==> src/rtl/stereo_sample_scheduler_pkg.sv <==
// Shared types and helpers for the dual-ADC stereo sample scheduler.
package adc_sched_pkg;

    typedef enum logic [1:0] {
        IDLE  = 2'd0,
        START = 2'd1,
        WAIT  = 2'd2
    } sched_state_t;

    // Integer-truncated divider value for a given sample rate.
    function automatic int unsigned period(
        input int unsigned clock_freq,
        input int unsigned sample_rate
    );
        return clock_freq / sample_rate;
    endfunction

endpackage

==> src/rtl/stereo_sample_scheduler_if.sv <==
// Stereo frame valid/ready bundle between the scheduler and its sink.
interface stereo_frame_if #(
    parameter int unsigned DATA_WIDTH = 12
);

    logic [DATA_WIDTH-1:0] frame_ldata;
    logic [DATA_WIDTH-1:0] frame_rdata;
    logic                  frame_valid;
    logic                  frame_ready;

    modport master (
        output frame_ldata,
        output frame_rdata,
        output frame_valid,
        input  frame_ready
    );

    modport slave (
        input  frame_ldata,
        input  frame_rdata,
        input  frame_valid,
        output frame_ready
    );

endinterface

==> src/rtl/stereo_sample_scheduler_rate_tick_gen.sv <==
// Sample-rate divider: one-cycle tick every PERIOD cycles while enabled.
module rate_tick_gen #(
    parameter int unsigned PERIOD = 1133
) (
    input  logic clock,
    input  logic reset,
    input  logic enable,
    output logic tick
);

    localparam int unsigned CW = (PERIOD > 1) ? $clog2(PERIOD) : 1;
    localparam logic [CW-1:0] LAST = CW'(PERIOD - 1);

    logic [CW-1:0] count;

    always_ff @(posedge clock or posedge reset) begin
        if (reset) begin
            count <= '0;
        end else if (!enable || count == LAST) begin
            count <= '0;
        end else begin
            count <= count + CW'(1);
        end
    end

    // Gated so that dropping enable kills a tick in the same cycle.
    assign tick = enable && (count == LAST);

endmodule

==> src/rtl/stereo_sample_scheduler.sv <==
// Fires both ADC readers per sample tick and packs results into frames.
module stereo_sample_scheduler
    import adc_sched_pkg::*;
#(
    parameter int unsigned CLOCK_FREQ     = 50000000,
    parameter int unsigned SAMPLE_RATE    = 44100,
    parameter int unsigned TIMEOUT_CYCLES = 1024,
    parameter int unsigned DATA_WIDTH     = 12
) (
    input  logic                  clock,
    input  logic                  reset,
    input  logic                  enable,
    input  logic                  clear_status,
    output logic                  ladc_start,
    input  logic [DATA_WIDTH-1:0] ladc_data,
    input  logic                  ladc_strb,
    output logic                  radc_start,
    input  logic [DATA_WIDTH-1:0] radc_data,
    input  logic                  radc_strb,
    stereo_frame_if.master        frame,
    output logic                  overrun,
    output logic                  timeout
);

    localparam int unsigned PERIOD = period(CLOCK_FREQ, SAMPLE_RATE);
    localparam int unsigned WCW = $clog2(TIMEOUT_CYCLES);
    localparam logic [WCW-1:0] WAIT_LAST = WCW'(TIMEOUT_CYCLES - 1);

    if (TIMEOUT_CYCLES < 2 || TIMEOUT_CYCLES + 2 >= PERIOD) begin : g_bad_timeout
        $error("TIMEOUT_CYCLES must satisfy 2 <= T < PERIOD-2");
    end

    sched_state_t state;
    sched_state_t state_next;

    logic                  tick;
    logic                  start;
    logic                  complete;
    logic                  abort;
    logic                  got_l;
    logic                  got_r;
    logic [WCW-1:0]        wcnt;
    logic [DATA_WIDTH-1:0] hold_l;
    logic [DATA_WIDTH-1:0] hold_r;
    logic [DATA_WIDTH-1:0] out_l;
    logic [DATA_WIDTH-1:0] out_r;
    logic                  out_valid;
    logic                  frame_lost;
    logic                  tick_lost;

    rate_tick_gen #(
        .PERIOD(PERIOD)
    ) u_tick (
        .clock (clock),
        .reset (reset),
        .enable(enable),
        .tick  (tick)
    );

    always_ff @(posedge clock or posedge reset) begin
        if (reset) begin
            state <= IDLE;
        end else begin
            state <= state_next;
        end
    end

    always_comb begin
        state_next = state;
        start      = 1'b0;
        complete   = 1'b0;
        abort      = 1'b0;
        unique case (state)
            IDLE: begin
                if (tick) begin
                    state_next = START;
                end
            end
            START: begin
                start      = 1'b1;
                state_next = WAIT;
            end
            WAIT: begin
                if (got_l && got_r) begin
                    complete   = 1'b1;
                    state_next = IDLE;
                end else if (wcnt == WAIT_LAST) begin
                    abort      = 1'b1;
                    state_next = IDLE;
                end
            end
            default: begin
                state_next = IDLE;
            end
        endcase
    end

    // Capture side: first strobe per channel wins, later ones are ignored.
    always_ff @(posedge clock or posedge reset) begin
        if (reset) begin
            got_l  <= 1'b0;
            got_r  <= 1'b0;
            wcnt   <= '0;
            hold_l <= '0;
            hold_r <= '0;
        end else if (state == START) begin
            got_l <= 1'b0;
            got_r <= 1'b0;
            wcnt  <= '0;
        end else if (state == WAIT) begin
            wcnt <= wcnt + WCW'(1);
            if (ladc_strb && !got_l) begin
                hold_l <= ladc_data;
                got_l  <= 1'b1;
            end
            if (radc_strb && !got_r) begin
                hold_r <= radc_data;
                got_r  <= 1'b1;
            end
        end
    end

    assign frame_lost = complete && out_valid && !frame.frame_ready;
    assign tick_lost  = tick && (state != IDLE);

    always_ff @(posedge clock or posedge reset) begin
        if (reset) begin
            out_l     <= '0;
            out_r     <= '0;
            out_valid <= 1'b0;
        end else if (complete && !frame_lost) begin
            out_l     <= hold_l;
            out_r     <= hold_r;
            out_valid <= 1'b1;
        end else if (out_valid && frame.frame_ready) begin
            out_valid <= 1'b0;
        end
    end

    // Set events take priority over a coincident clear.
    always_ff @(posedge clock or posedge reset) begin
        if (reset) begin
            overrun <= 1'b0;
            timeout <= 1'b0;
        end else begin
            if (tick_lost || frame_lost) begin
                overrun <= 1'b1;
            end else if (clear_status) begin
                overrun <= 1'b0;
            end
            if (abort) begin
                timeout <= 1'b1;
            end else if (clear_status) begin
                timeout <= 1'b0;
            end
        end
    end

    assign ladc_start        = start;
    assign radc_start        = start;
    assign frame.frame_ldata = out_l;
    assign frame.frame_rdata = out_r;
    assign frame.frame_valid = out_valid;

endmodule

==> src/flat_wrapper.sv <==
// flat-port wrapper written by rule: the top's interface ports become plain ports
module stereo_sample_scheduler_flat import adc_sched_pkg::*;
#(
    parameter int unsigned CLOCK_FREQ     = 50000000,
    parameter int unsigned SAMPLE_RATE    = 44100,
    parameter int unsigned TIMEOUT_CYCLES = 1024,
    parameter int unsigned DATA_WIDTH     = 12
)
  (clock, reset, enable, clear_status, ladc_start, ladc_data, ladc_strb, radc_start, radc_data, radc_strb, overrun, timeout, frame_frame_ldata, frame_frame_rdata, frame_frame_valid, frame_frame_ready);
  stereo_frame_if #(.DATA_WIDTH(DATA_WIDTH)) frame_i ();
  input  logic clock;
  input  logic reset;
  input  logic enable;
  input  logic clear_status;
  output logic ladc_start;
  input  logic [DATA_WIDTH-1:0] ladc_data;
  input  logic ladc_strb;
  output logic radc_start;
  input  logic [DATA_WIDTH-1:0] radc_data;
  input  logic radc_strb;
  output logic overrun;
  output logic timeout;
  output wire logic [$bits(frame_i.frame_ldata)-1:0] frame_frame_ldata;
  output wire logic [$bits(frame_i.frame_rdata)-1:0] frame_frame_rdata;
  output wire logic [$bits(frame_i.frame_valid)-1:0] frame_frame_valid;
  input wire logic [$bits(frame_i.frame_ready)-1:0] frame_frame_ready;
  assign frame_frame_ldata = frame_i.frame_ldata;
  assign frame_frame_rdata = frame_i.frame_rdata;
  assign frame_frame_valid = frame_i.frame_valid;
  assign frame_i.frame_ready = frame_frame_ready;
  stereo_sample_scheduler #(.CLOCK_FREQ(CLOCK_FREQ), .SAMPLE_RATE(SAMPLE_RATE), .TIMEOUT_CYCLES(TIMEOUT_CYCLES), .DATA_WIDTH(DATA_WIDTH)) u_core (.clock(clock), .reset(reset), .enable(enable), .clear_status(clear_status), .ladc_start(ladc_start), .ladc_data(ladc_data), .ladc_strb(ladc_strb), .radc_start(radc_start), .radc_data(radc_data), .radc_strb(radc_strb), .frame(frame_i), .overrun(overrun), .timeout(timeout));
endmodule
==> config.mk <==
export PLATFORM = sky130hd
export DESIGN_NAME = stereo_sample_scheduler_flat
export DESIGN_NICKNAME = d
export VERILOG_FILES = /design/src/rtl/stereo_sample_scheduler_pkg.sv /design/src/rtl/stereo_sample_scheduler_if.sv /design/src/rtl/stereo_sample_scheduler_rate_tick_gen.sv /design/src/rtl/stereo_sample_scheduler.sv /design/src/flat_wrapper.sv
export SDC_FILE = /design/constraint.sdc
export NUM_CORES = 1
export LEC_CHECK = 0
export CAP_MARGIN = 25
export CORE_ASPECT_RATIO = 1.5
export CORE_MARGIN = 2
export CORE_UTILIZATION = 30
export CTS_BUF_LIST = sky130_fd_sc_hd__clkbuf_4 sky130_fd_sc_hd__clkbuf_8
export DETAILED_ROUTE_END_ITERATION = 10
export PLACE_DENSITY = 0.63
export SETUP_SLACK_MARGIN = 0.15
export SLEW_MARGIN = 15
export SYNTH_ARGS = -nofsm -noshare
export SYNTH_HDL_FRONTEND = slang
export SYNTH_SLANG_ARGS = --single-unit
==> constraint.sdc <==
create_clock -name clock -period 2.83 [get_ports clock]
set_input_delay 0.566 -clock clock [delete_from_list [all_inputs] [get_ports clock]]
set_output_delay 0.566 -clock clock [all_outputs]
set_load 0.01 [all_outputs]
Word level (Yosys, flattened, before mapping). Index checks and enable logic that the tools add are counted.

Bits in registers: 76.

$add $sub $neg: 2. Equal/unequal tests: 6. Multiplexer cells: 24. Bitwise logic cells: 1. Reduce and logical (&&, ||, !) cells: 29.

Operator list (count): 10-bit two-way mux (2); 1-bit two-way mux (17); 2-bit nonzero test (7); 11-bit by 1-bit adder with 11-bit output, second input constant (1); 11-bit equality test, second input constant (1); 11-bit two-way mux (1); 10-bit by 1-bit adder with 10-bit output, second input constant (1); 10-bit equality test, second input constant (1); 1-bit logical AND (9); 2-bit two-way mux (3); 2-bit one-hot mux with 3 select lines (1); 2-bit AND reduction (3); 3-bit AND reduction (2); 1-bit zero test (5); 3-bit by 1-bit != test with 1-bit output, second input constant (1); 2-bit by 1-bit equality test with 1-bit output, second input constant (1); 2-bit equality test, second input constant (1); 2-bit zero test (1); 1-bit logical OR (2); 2-bit by 1-bit != test with 1-bit output, second input constant (1); 1-bit inverter (1).

Longest topological paths before layout. Gate-level depths: netlist of the first run.

Word-level depth: 8. Mapped depth: 7.

Cells and area by module. A second synthesis of the first run with hierarchy kept.

Cells, all modules: 254. Area total of the unflattened synthesis: 3276.9 µm².

Modules (own cells, without submodules): stereo_sample_scheduler (instances 1, cells each 192, area each 2660.1 µm², seq. area each 1626.6 µm²); rate_tick_gen (instances 1, cells each 62, area each 616.8 µm², seq. area each 275.3 µm²).

Worst setup path before layout of the first run. Ideal clock, no wire load.

Kind: reg2reg. Start: register u_core.state[1]. End: register u_core.hold_l[0]. Setup time: 0.125 ns. Arrival: 1.620 ns. Data required time: 2.705 ns. Setup slack: 1.085 ns. Stages on the path, launching flop included: 7. Path buffers: 2. Path through: dfrtp_1 -> inv_1 -> ha_1 -> clkbuf_2 -> and4bb_2 -> buf_4 -> mux2_2.

Cells in the longest elaborated chain, start to end: 3. Elaborated cells between the ends (all ways): 4.

Ends and longest elaborated chain: start: declaration (line stereo_sample_scheduler.sv:33) `sched_state_t state;`; start signal: assignment (line stereo_sample_scheduler.sv:64) `state <= state_next;`; 2-bit by 1-bit equality test with 1-bit output (line stereo_sample_scheduler.sv:106) `end else if (state == START) begin`; 1-bit inverter (no source line); 3-bit AND reduction (no source line) *; end signal: assignment (line stereo_sample_scheduler.sv:113) `hold_l <= ladc_data;`; end: declaration (line stereo_sample_scheduler.sv:43) `logic [DATA_WIDTH-1:0] hold_l;`.

Mark *: on every way between the ends. The rest lies on a longest branch, timed or not. A chain may end at the register's enable or synchronous reset.

Worst setup path in the final report of the first run.
Start: register u_core.state[1]. End: output radc_start.

Cells in the longest elaborated chain, start to end: 2.

Ends and longest elaborated chain: 2-bit by 1-bit equality test with 1-bit output (line stereo_sample_scheduler.sv:73) `unique case (state)`; 1-bit two-way mux (line stereo_sample_scheduler.sv:73); end: declaration (line flat_wrapper.sv:18) `output logic radc_start;`.

Every way passes these cells.

==> metrics.yaml, run 1 <==
run_status:
  status: "finished clean"
timing:
  fin_crit_ns: 2.44
  slew_headroom: 0.733
  fin_tns_setup_ns: 0
  hold_violations: 0
  finalSetupViolCount: 0
  tightest_slew_ns: 0.401
  period_share: 0.861
  finalMaxSlewViolations: 0
  fin_skew_ns: 0.00886
  worst_slack_ns: 0.393
  max_freq_mhz: 410
  rsz0062_at_grt: "false"
place:
  pre_cts_ws_ns: 0.706
  gp_congestion: 0.806
  dp_hpwl_um: 4270
  placed_cell_area_um2: 4000
  port_buffers: 59
cts:
  cts_tree: "done"
  clk_latency_ns: 0.35
  hold_buffers: 0
  clock_path_buffers: 2
  post_cts_buffers: 0
  cts-htree-levels: 3
  cts_root_buf: "clkbuf_8"
  numClockSinks: 76
  cts_resized: 0
  cts_buffers: 9
  clkSlewWorstSetupHoldPaths_ns: 0.08
global_routing:
  grt_usage: 0.114
  grt-ovfl-total: 0
  grt_pass1_wl_um: 10400
  antenna_found_initial: 0
  grt_start_max_net_pins: 77
  grt_pass1_vias: 2183
setup_path:
  r2r-start: "u_core.state[1]"
  r2r_cells: 4
  required_ns: 2.26
  critical_path.max_fanout: 12
  rrSetupSlack_ns: 0.96
  cp-start-kind: "flop"
  r2r_end: "u_core.hold_r[2]"
  arrival_ns: 1.87
  path_class: "reg -> out"
  worstSetupEndpointType: "output port"
cells_and_area:
  nets: 353
  diodes: 0
  design_area_um2: 4210
  synthToLayoutAreaGrowth_pct: 29.4
  drive_gt1_frac: 0.241
die:
  die_area_um2: 11700
  core_um2: 10600
  fp.dieH_um: 132
  chipWidth_um: 89.0
  ios: 60
  row_count: 46
  initial_utilization: 0.307
hold_path:
  hp-class: "reg -> reg"
  min_to: "u_core.frame.frame_rdata[4]"
  hp-start: "u_core.hold_r[4]"
  hold_depth: 1
synth:
  async_reset_ff_frac: 1.00
  yosys.area.top_type: "dfrtp_1"
  yosys_most_used_dff: "dfrtp_1"
  synth_seq_cells: 76
  syn_inst: 252
  yosysTopAreaCellShare: 0.584
  ys_warn_count: 0
  synth_nets: 290
  syn_area_um2: 3250
  synth_edf_count: 0
  synth_cell_type_count: 35
  avgSynthCellArea_um2: 12.9
  synth_seq_area_share: 0.584
  yosys-top-cells-area: "dfrtp_1, mux2_2, ha_1, nor2_1, xnor2_1"
routing:
  remaining_drc_errors: 0
  ant_nets: 0
  routed_wl_um: 6170
  drt_iter0_drc: 63
  detail_route.wl_per_cell_um: 13.3
  first_pass_iters: 4
  vias: 2071
  avgViaCountPerCell: 4.46
power_and_ir_drop:
  leakagePower_nw: 1.92
  p_per_area_nw_per_um2: 482
  peakVddDrop_uv: 184
job:
  cap_viol_max_count: 0
## power breakdown
group	switching, mW	internal [mW]	total [mW]
logic	0.0350	0.0438	0.0788
registers	0.00567	1.09	1.09
clock network	0.402	0.457	0.858
## metal layers
| layer | GRT usage | vias up | wire (um) |
|---|---|---|---|
| met2 | 0.174 | 43 | 2900 |
| met1 | 0.149 | 1016 | 2830 |
| met3 | 0.0302 | 15 | 291 |
| met4 | 0.0547 | 0 | 148 |
| met5 | 0 | - | 0 |
| li1 | - | 997 | - |
## registers in the layout (all words and copies together), names as in the netlist
| register | count |
|---|---|
| u_core.frame.frame_ldata | 12 |
| u_core.frame.frame_rdata | 12 |
| u_core.hold_l | 12 |
| u_core.hold_r | 12 |
| u_core.u_tick.count | 11 |
| u_core.wcnt | 10 |
| u_core.state | 2 |
| u_core.frame.frame_valid | 1 |
| u_core.got_l | 1 |
| u_core.got_r | 1 |
| u_core.overrun | 1 |
| u_core.timeout | 1 |
## cell usage after synthesis (2+ instances only)
library cell / number
nand2_1: 14
dfrtp_1: 76
or3_1: 2
nand4_1: 4
inv_1: 12
nor2_1: 19
buf_4: 5
ha_1: 7
and3_1: 2
xnor2_1: 7
a21oi_1: 5
nand3_1: 8
mux2_4: 2
xor2_1: 5
clkbuf_1: 2
o21ai_0: 8
mux2_2: 48
nor4_1: 4
nor2b_1: 2
and4bb_2: 3
nand2b_1: 3
## per-stage QoR
stage          hold slack [ns]  std cells  total power, mW   util
2_1_floorplan            0.475        252             1.14      -
3_3_place_gp             0.480        448             1.20  0.378
3_5_place_dp             0.489        448             1.20  0.378
4_1_cts                  0.508        464             2.06  0.398
5_1_grt                  0.520        464             2.11  0.398
6_report                 0.505        464             2.03  0.398
## cells in the final DEF (no fill, tap or decap), drive strengths merged, types with 3 or more instances in the layout
cell type       n
mux2           50
nand2b          3
and4bb          3
xor2            5
nand3           9
nor4            5
nand4           4
clkbuf         11
a21oi           5
and3            3
clkdlybuf4s50  59
nand2          14
xnor2           7
inv            13
dfrtp          76
nor2           19
o21ai           8
ha              7
## kinds of logic (layout without fill, tap and decap cells)
group / Yosys count / in the layout / share of synthesized area
flip-flops: 76 / 76 / 0.584
AND/OR/NAND/NOR: 68 / 68 / 0.115
buffers and inverters: 21 / 89 / 0.0308
XOR/XNOR: 12 / 12 / 0.0323
multiplexers: 51 / 51 / 0.178
adder cells (fa/ha/maj): 7 / 7 / 0.0269
AO/OA/AOI/OAI: 17 / 17 / 0.0323
## layout make-up
type	instances	area (um^2)
multi-input cells	155	1250
well taps	144	180
flip-flops and latches	76	1900
clock buffers	11	151
clock inverters	5	58.8
inverters	12	45.0
repair buffers	61	618
fillers	1012	6380
## worst max-delay path by stage
stage                     depth (start not counted)                     endpoint         startpoint  slack (ns)
after floorplan                                   1  u_core.frame.frame_ldata[0]              reset        0.33
after global placement                            5  u_core.frame.frame_ldata[8]  frame_frame_ready        0.73
after detailed placement                          3             u_core.hold_r[2]          radc_strb        0.71
after CTS                                         3                   radc_start    u_core.state[1]        0.34
after global routing                              3                   ladc_start    u_core.state[1]        0.25
final                                             3                   radc_start    u_core.state[1]        0.39
## critical path: stages, from the launching register on
cell and delay (ns):
dfrtp_1 0.40, inv_1 0.10, ha_1 0.41, clkdlybuf4s50_1 0.62
Note: power is estimated with default switching activity, not from simulation.
==> run 2, diff against run 1 <==
CORE_MARGIN = unset   (was 2)
==> metrics.yaml, run 2 (synthesized netlist as in run 1, its figures left out) <==
hold_path:
  min_to: "u_core.frame.frame_rdata[8]"
  hold_depth: 1  # unchanged
  hp-class: "reg -> reg"
  hp-start: "u_core.hold_r[8]"
power_and_ir_drop:
  seqPwrFrac: 0.549  # +0.010
  p_comb_frac: 0.040  # about the same
  cellInternalPower_mw: 1.59  # about the same
  p_per_area_nw_per_um2: 475  # -1.5%
  leakagePower_nw: 1.92  # about the same
  netSwitchingPower_mw: 0.404  # -8.6%
  p_clk_frac: 0.411  # -0.012
  sw_frac_of_total: 0.203  # -0.0149
  finalPower_mw: 1.99  # -1.9%
  peakVddDrop_uv: 182  # -1.0%
setup_path:
  path_class: "reg -> out"
  worstSetupEndpointType: "output port"
  r2r-start: "u_core.state[1]"
  arrival_ns: 1.88  # about the same
  r2r_end: "u_core.hold_r[9]"
  critical_path.max_fanout: 12  # unchanged
  rrSetupSlack_ns: 0.93  # -0.03 ns
  required_ns: 2.26  # about the same
  cp-start-kind: "flop"
  r2r_cells: 4  # unchanged
place:
  dp_hpwl_um: 4270  # -0.12%
  pre_cts_ws_ns: 0.695  # -0.0106 ns
  gp_congestion: 0.755  # -6.3%
  port_buffers: 59  # unchanged
die:
  core_um2: 10600  # unchanged
  fp.dieH_um: 130  # -1.5%
  row_count: 46  # unchanged
  ios: 60  # unchanged
  chipWidth_um: 87.0  # -2.2%
  die_area_um2: 11300  # -3.7%
  initial_utilization: 0.307  # unchanged
routing:
  first_pass_iters: 4  # unchanged
  routed_wl_um: 6160  # -0.28%
  remaining_drc_errors: 0  # unchanged
  ant_nets: 0  # unchanged
  vias: 2111  # +1.9%
  detail_route.wl_per_cell_um: 13.3  # about the same
  avgViaCountPerCell: 4.56  # +2.2%
  drt_iter0_drc: 36  # -43%
cells_and_area:
  synthToLayoutAreaGrowth_pct: 28.9
  multiInputGateArea_um2: 1250  # unchanged
  seqCellArea_um2: 1900  # unchanged
  diodes: 0  # unchanged
  nets: 353  # unchanged
  most-common-layout-cells: "dfrtp_1, clkdlybuf4s50_1, mux2_2"
  layout_commonest_cell: "dfrtp_1"
  drive_gt1_frac: 0.238  # -0.00238
  fillers: 1061  # +4.8%
  utilization: 0.396  # -0.00142
timing:
  worst_slack_ns: 0.384  # -0.00843 ns
  slew_headroom: 0.738  # +0.00582
  max_freq_mhz: 409  # -0.34%
  period_share: 0.864  # +0.00298
  fin_tns_setup_ns: 0  # unchanged
  fin_crit_ns: 2.45  # +0.00843 ns
  finalSetupViolCount: 0  # unchanged
  rsz0062_at_grt: "false"
  fin_skew_ns: 0.00578  # -0.00308 ns
  hold_violations: 0  # unchanged
  tightest_slew_ns: 0.392  # -0.00874 ns
  finalMaxSlewViolations: 0  # unchanged
cts:
  cts_buffers: 9  # unchanged
  cts_root_buf: "clkbuf_8"
  clkSlewWorstSetupHoldPaths_ns: 0.07  # about the same
  cts-htree-levels: 3  # unchanged
  numClockSinks: 76  # unchanged
  clock_path_buffers: 2  # unchanged
  post_cts_buffers: 0  # unchanged
  hold_buffers: 0  # unchanged
  cts_tree: "done"
  clk_latency_ns: 0.34  # about the same
  cts_resized: 0  # unchanged
global_routing:
  grt_pass1_vias: 2135  # -2.2%
  grt_start_max_net_pins: 77  # unchanged
  grt_pass1_wl_um: 10200  # -1.8%
  grt-ovfl-total: 0  # unchanged
  antenna_found_initial: 0  # unchanged
  grt_usage: 0.120  # +0.00551
run_status:
  status: "finished clean"
job:
  cap_viol_max_count: 0  # unchanged
## run 2: cell types whose count changed in the layout (fill, tap and decap cells not counted)
cell / before / now
clkinvlp_4: 2 / 0
clkbuf_4: 0 / 3
inv_6: 1 / 0
clkbuf_8: 11 / 10
## run 2: layout make-up
| class | instances | area share |
|---|---|---|
| clock buffers | 13 | 0.0382 |
| well taps | 144 | 0.0429 |
| flip-flops and latches | 76 | 0.453 |
| repair buffers | 61 | 0.147 |
| inverters | 12 | 0.0107 |
| multi-input cells | 155 | 0.299 |
| clock inverters | 2 | 0.00835 |
## run 2: worst max-delay path by stage
stage,start,to,depth (start not counted),slack [ns]
after floorplan,reset,u_core.frame.frame_ldata[0],1,0.33
final,u_core.state[1],ladc_start,3,0.38
after global routing,u_core.state[1],ladc_start,3,0.27
after detailed placement,frame_frame_ready,u_core.frame.frame_ldata[9],5,0.70
after CTS,u_core.state[1],ladc_start,3,0.34
after global placement,frame_frame_ready,u_core.frame.frame_ldata[10],5,0.73
## run 2: power groups by stage
| stage | clock network, mW | logic (mW) | registers (mW) |
|---|---|---|---|
| 3_3_place_gp | 0 | 0.0814 | 1.12 |
| 2_1_floorplan | 0 | 0.0252 | 1.11 |
| 3_5_place_dp | 0 | 0.0823 | 1.12 |
| 4_1_cts | 0.850 | 0.0826 | 1.09 |
| 6_report | 0.819 | 0.0792 | 1.09 |
| 5_1_grt | 0.896 | 0.0898 | 1.09 |
## run 2: routing by layer
layer / vias to the layer above / routed length [um] / track usage
met5: - / 0 / 0
met4: 0 / 136 / 0.0618
met3: 10 / 305 / 0.0389
met2: 47 / 2990 / 0.180
met1: 1059 / 2720 / 0.154
li1: 995 / - / -
## run 2: metrics by stage
stage,hold WS (ns),cell area [um^2],std cells
after global placement,0.480,4000,448
final,0.501,4200,463
after floorplan,0.475,3250,252
after CTS,0.506,4200,463
after detailed placement,0.490,4000,448
after global routing,0.522,4200,463
## run 2: critical path: stages (launching register included)
cell and delay, ns:
dfrtp_1 0.41, inv_1 0.12, ha_1 0.39, clkdlybuf4s50_1 0.62
==> RTL edit 1: new RTL, flow settings as in run 2 <==
`DATA_WIDTH` is set to 12 in 3 places; all go to 14.
--- a/src/rtl/stereo_sample_scheduler_if.sv
+++ b/src/rtl/stereo_sample_scheduler_if.sv
@@ -1,6 +1,6 @@
 // Stereo frame valid/ready bundle between the scheduler and its sink.
 interface stereo_frame_if #(
-    parameter int unsigned DATA_WIDTH = 12
+    parameter int unsigned DATA_WIDTH = 14
 );
 
     logic [DATA_WIDTH-1:0] frame_ldata;
--- a/src/rtl/stereo_sample_scheduler.sv
+++ b/src/rtl/stereo_sample_scheduler.sv
@@ -5,7 +5,7 @@
     parameter int unsigned CLOCK_FREQ     = 50000000,
     parameter int unsigned SAMPLE_RATE    = 44100,
     parameter int unsigned TIMEOUT_CYCLES = 1024,
-    parameter int unsigned DATA_WIDTH     = 12
+    parameter int unsigned DATA_WIDTH     = 14
 ) (
     input  logic                  clock,
     input  logic                  reset,
--- a/src/flat_wrapper.sv
+++ b/src/flat_wrapper.sv
@@ -4,7 +4,7 @@
     parameter int unsigned CLOCK_FREQ     = 50000000,
     parameter int unsigned SAMPLE_RATE    = 44100,
     parameter int unsigned TIMEOUT_CYCLES = 1024,
-    parameter int unsigned DATA_WIDTH     = 12
+    parameter int unsigned DATA_WIDTH     = 14
 )
   (clock, reset, enable, clear_status, ladc_start, ladc_data, ladc_strb, radc_start, radc_data, radc_strb, overrun, timeout, frame_frame_ldata, frame_frame_rdata, frame_frame_valid, frame_frame_ready);
   stereo_frame_if #(.DATA_WIDTH(DATA_WIDTH)) frame_i ();
Interface: changed (resized frame_frame_ldata, frame_frame_rdata, ladc_data and radc_data); port bits go from 60 to 68. The function was not compared with the original's and may differ.
==> RTL edit 1 against run 2 <==
- design area rose by 10%
- clock skew rose by 0.0053 ns
- sequential cell count rose by 8
- wire length grew 9.6%
- power rose by 3.5%
- area after synthesis grew 10%
- worst hold slack worse by 0.015 ns
- register-to-register slack worse by 0.12 ns
- setup slack worse by 0.091 ns
- highest routed layer unchanged
==> RTL edit 1: results (changes against run 2) <==
<table>
<tr><th>Metric</th><th>Value</th></tr>
<tr><th colspan="2">Outcome</th></tr>
<tr><td>Result of the run</td><td>complete, no violations</td></tr>
<tr><th colspan="2">Hold path</th></tr>
<tr><td>Min-Delay Startpoint</td><td>u_core.hold_l[13]</td></tr>
<tr><th colspan="2">Logic synthesis</th></tr>
<tr><td>Compound-gate portion of the synthesized area</td><td>0.0447 (+0.0124)</td></tr>
<tr><td>Largest cells by area after synthesis</td><td>sky130_fd_sc_hd__dfrtp_1 (59%), sky130_fd_sc_hd__mux2_2 (17%), sky130_fd_sc_hd__ha_1 (2.4%)</td></tr>
<tr><td>Share of the yosys chip area belonging to registers</td><td>0.587 (+0.00241)</td></tr>
<tr><td>Syn_nets</td><td>311 (+7.2%)</td></tr>
<tr><td>Mean area per synthesized cell</td><td>13.3 um^2 (+3.1%)</td></tr>
<tr><th colspan="2">STA</th></tr>
<tr><td>Min cycle time layout</td><td>2.54 ns (+0.0908 ns)</td></tr>
<tr><td>Worst slew pin tran</td><td>0.486 ns (+0.0940 ns)</td></tr>
<tr><th colspan="2">Layout</th></tr>
<tr><td>Final-layout fill cell count</td><td>1087 (+2.5%)</td></tr>
<tr><td>Total area of multi-input combinational cells</td><td>1400 um^2 (+11%)</td></tr>
<tr><td>Layout Nets</td><td>383 (+8.5%)</td></tr>
<tr><td>Multi-input logic cell count</td><td>161 (+3.9%)</td></tr>
<tr><td>Reg area</td><td>2100 um^2 (+11%)</td></tr>
<tr><td>Multi-input combinational area share</td><td>0.302 (+0.00241)</td></tr>
<tr><td>Final std cells w/o fill</td><td>495 (+6.9%)</td></tr>
<tr><th colspan="2">Placement</th></tr>
<tr><td>Half-perimeter wire length after placement</td><td>4640 um (+8.6%)</td></tr>
<tr><td>Number of cells in the design after placement</td><td>480 (+7.1%)</td></tr>
<tr><td># port buffers</td><td>67 (+14%)</td></tr>
<tr><td>Post-DP Area</td><td>4460 um^2 (+11%)</td></tr>
<tr><th colspan="2">GRT</th></tr>
<tr><td>First-pass GRT wire length</td><td>11500 um (+13%)</td></tr>
<tr><td>Global routing usage on met2</td><td>0.212 (+0.0320)</td></tr>
<tr><td>Number of global-route vias before repair</td><td>2431 (+14%)</td></tr>
<tr><th colspan="2">Pwr</th></tr>
<tr><td>Maximum resistive drop on vdd</td><td>254 uV (+39%)</td></tr>
<tr><td>Proportion of power drawn by flip-flops and latches</td><td>0.586 (+0.037)</td></tr>
<tr><th colspan="2">Critical path</th></tr>
<tr><td>CP peak stage delay</td><td>0.64 ns (+0.02 ns)</td></tr>
<tr><th colspan="2">Die</th></tr>
<tr><td>Die X-Extent</td><td>91.2 um (+4.8%)</td></tr>
</table>
==> RTL edit 1: cell types whose count changed after synthesis, moves of 3 or more <==
cell,change
sky130_fd_sc_hd__and4bb_2,-3
sky130_fd_sc_hd__dfrtp_1,+8
sky130_fd_sc_hd__mux2_2,+7
sky130_fd_sc_hd__nand2_1,-3
sky130_fd_sc_hd__nand4_1,-3
sky130_fd_sc_hd__nor3_1,+3
==> RTL edit 1: final timing paths <==
| path | end | cells after the start |
|---|---|---|
| max in group asynchronous | u_core.hold_l[11] | 3 |
| setup reg to reg | u_core.frame.frame_rdata[5] | 6 |
| hold / removal | u_core.frame.frame_ldata[13] | 1 |
| min in group asynchronous | u_core.frame.frame_rdata[12] | 3 |
| setup / recovery | ladc_start | 3 |
| hold reg to reg | u_core.frame.frame_ldata[13] | 1 |
==> RTL edit 2: new RTL, settings of run 2 <==
Without the edit above. Put one more register stage on the output `timeout`, with the module's reset. The value now appears one clock later. The other outputs are not delayed to match.
--- a/src/rtl/stereo_sample_scheduler.sv
+++ b/src/rtl/stereo_sample_scheduler.sv
@@ -25,6 +25,8 @@
     localparam int unsigned PERIOD = period(CLOCK_FREQ, SAMPLE_RATE);
     localparam int unsigned WCW = $clog2(TIMEOUT_CYCLES);
     localparam logic [WCW-1:0] WAIT_LAST = WCW'(TIMEOUT_CYCLES - 1);
+
+    logic timeout_s0;
 
     if (TIMEOUT_CYCLES < 2 || TIMEOUT_CYCLES + 2 >= PERIOD) begin : g_bad_timeout
         $error("TIMEOUT_CYCLES must satisfy 2 <= T < PERIOD-2");
@@ -141,7 +143,7 @@
     always_ff @(posedge clock or posedge reset) begin
         if (reset) begin
             overrun <= 1'b0;
-            timeout <= 1'b0;
+            timeout_s0 <= 1'b0;
         end else begin
             if (tick_lost || frame_lost) begin
                 overrun <= 1'b1;
@@ -149,9 +151,9 @@
                 overrun <= 1'b0;
             end
             if (abort) begin
-                timeout <= 1'b1;
+                timeout_s0 <= 1'b1;
             end else if (clear_status) begin
-                timeout <= 1'b0;
+                timeout_s0 <= 1'b0;
             end
         end
     end
@@ -162,5 +164,13 @@
     assign frame.frame_rdata = out_r;
     assign frame.frame_valid = out_valid;
 
+    always_ff @(posedge clock or posedge reset) begin
+        if (reset) begin
+            timeout <= '0;
+        end else begin
+            timeout <= timeout_s0;
+        end
+    end
+
 endmodule
 
Function: same outputs for any inputs over 10 cycles, from zero or initial values and one cycle with reset high; that may be too few to reach the edited logic, so the function may still have changed.
==> RTL edit 2 against run 2 <==
- design area rose by 1.5%
- highest routed layer unchanged
- count of clock-buffer cells in the layout fell by 2
- wire length fell by 0.91%
- setup slack improved by 0.012 ns
- critical path type unchanged
- sequential cell count rose by 1
- die area rose by 0.75%
- largest power group unchanged
- combinational power fell by 0.5%
- power rose by 6.6%
- area after synthesis rose by 0.77%
- via count fell by 1.6%
==> RTL edit 2: results (changes against run 2) <==
<table>
<tr><th>Metric</th><th>Value</th></tr>
<tr><th colspan="2">Logic synthesis</th></tr>
<tr><td>Syn_nets</td><td>291 (+0.34%)</td></tr>
<tr><td>Portion of synthesized cell area occupied by the leading cell type</td><td>0.588 (+0.00317)</td></tr>
<tr><td>Register bit count reported by yosys</td><td>77 (+1.3%)</td></tr>
<tr><td>Async set or reset register ratio after synthesis</td><td>1.00 (unchanged)</td></tr>
<tr><td>Share of the yosys chip area belonging to registers</td><td>0.588 (+0.00317)</td></tr>
<tr><th colspan="2">STA</th></tr>
<tr><td>Worst slew pin tran</td><td>0.532 ns (+0.140 ns)</td></tr>
<tr><td>Setup skew after layout</td><td>0.00934 ns (+0.00356 ns)</td></tr>
<tr><th colspan="2">Drt</th></tr>
<tr><td>Via count of the routed design</td><td>2077 (-1.6%)</td></tr>
<tr><td>First-iteration detailed-routing DRC count</td><td>54 (+50%)</td></tr>
<tr><th colspan="2">Pwr</th></tr>
<tr><td>Maximum resistive drop on vdd</td><td>227 uV (+24%)</td></tr>
<tr><td>Leakage power</td><td>1.94 nW (+0.94%)</td></tr>
<tr><td>Pwr dens</td><td>499 nW/um^2 (+5.0%)</td></tr>
<tr><td>Power spent charging and discharging nets</td><td>434 uW (+7.4%)</td></tr>
<tr><th colspan="2">GRT</th></tr>
<tr><td>Global routing usage on met2</td><td>0.193 (+0.0138)</td></tr>
<tr><td>Largest net degree at the start of global routing</td><td>54 (-30%)</td></tr>
<tr><td>Initial antenna violation count</td><td>0 (unchanged)</td></tr>
<tr><td>Met1 usage</td><td>0.146 (-0.00867)</td></tr>
<tr><td>Routing usage on met3</td><td>0.0234 (-0.0155)</td></tr>
<tr><td>Number of global-route vias before repair</td><td>2206 (+3.3%)</td></tr>
<tr><td>Combined global-route utilization of all metal layers</td><td>0.120 (-0.000353)</td></tr>
<tr><td>First-pass GRT wire length</td><td>10400 um (+1.7%)</td></tr>
<tr><th colspan="2">Critical path</th></tr>
<tr><td>R2R cell count</td><td>6 (+2)</td></tr>
<tr><th colspan="2">Placement</th></tr>
<tr><td>Half-perimeter wire length after placement</td><td>4290 um (+0.48%)</td></tr>
<tr><td>GP Congestion</td><td>0.815 (+7.8%)</td></tr>
<tr><th colspan="2">Layout</th></tr>
<tr><td>Layout clock buffers</td><td>11 (-2)</td></tr>
<tr><td>Final-layout non-clock buffer area share</td><td>0.145 (-0.00221)</td></tr>
<tr><td>Layout Nets</td><td>354 (+0.28%)</td></tr>
<tr><td>Final-layout fill cell count</td><td>1062 (+0.094%)</td></tr>
<tr><td>Fraction of standard cell area that is sequential</td><td>0.452 (-0.000915)</td></tr>
<tr><th colspan="2">Hold path</th></tr>
<tr><td>Number of cells on the worst hold path</td><td>0 (-1)</td></tr>
<tr><th colspan="2">Outcome</th></tr>
<tr><td>Result of the run</td><td>complete, no violations</td></tr>
</table>
-- RTL edit 2: final timing paths --
kind,startpoint,end,slack [ns]
min in group asynchronous,reset,u_core.frame.frame_rdata[3],0.57
hold / removal,u_core.timeout_s0,u_core.timeout,0.41
setup reg to reg,u_core.state[0],u_core.frame.frame_ldata[6],0.95
max in group asynchronous,reset,u_core.hold_l[6],1.60
hold reg to reg,u_core.timeout_s0,u_core.timeout,0.41
setup / recovery,u_core.state[1],radc_start,0.40
-- RTL edit 2: power groups by stage --
stage                     logic [mW]  registers, mW  clock network (mW)
after floorplan               0.0254           1.13                   0
after global placement        0.0815           1.13                   0
after detailed placement      0.0817           1.13                   0
after CTS                     0.0821           1.11               0.978
after global routing          0.0888           1.11                1.03
final                         0.0788           1.11               0.939
-- RTL edit 2: cell families after synthesis --
family          Yosys count  synth area share
compound gates           17            0.0320
xor+xnor                 12            0.0320
fa+ha+maj                 7            0.0267
buf+inv                  21            0.0305
flops                    77             0.588
mux                      51             0.177
simple gates             68             0.114
-- RTL edit 2: routing by layer --
layer	vias up	share of wire	routed length, um
li1	999	-	-
met1	1025	0.45	2750
met4	0	0.024	147
met5	-	0	0
met3	10	0.038	230
met2	43	0.49	2970
-- RTL edit 2: through the flow --
step / cell area (um^2) / cells / hold WS [ns] / setup slack [ns]
after global placement: 4030 / 449 / 0.394 / 0.687
final: 4260 / 465 / 0.411 / 0.396
after CTS: 4260 / 465 / 0.419 / 0.349
after detailed placement: 4030 / 449 / 0.404 / 0.692
after floorplan: 3280 / 253 / 0.354 / 0.297
after global routing: 4260 / 465 / 0.425 / 0.259
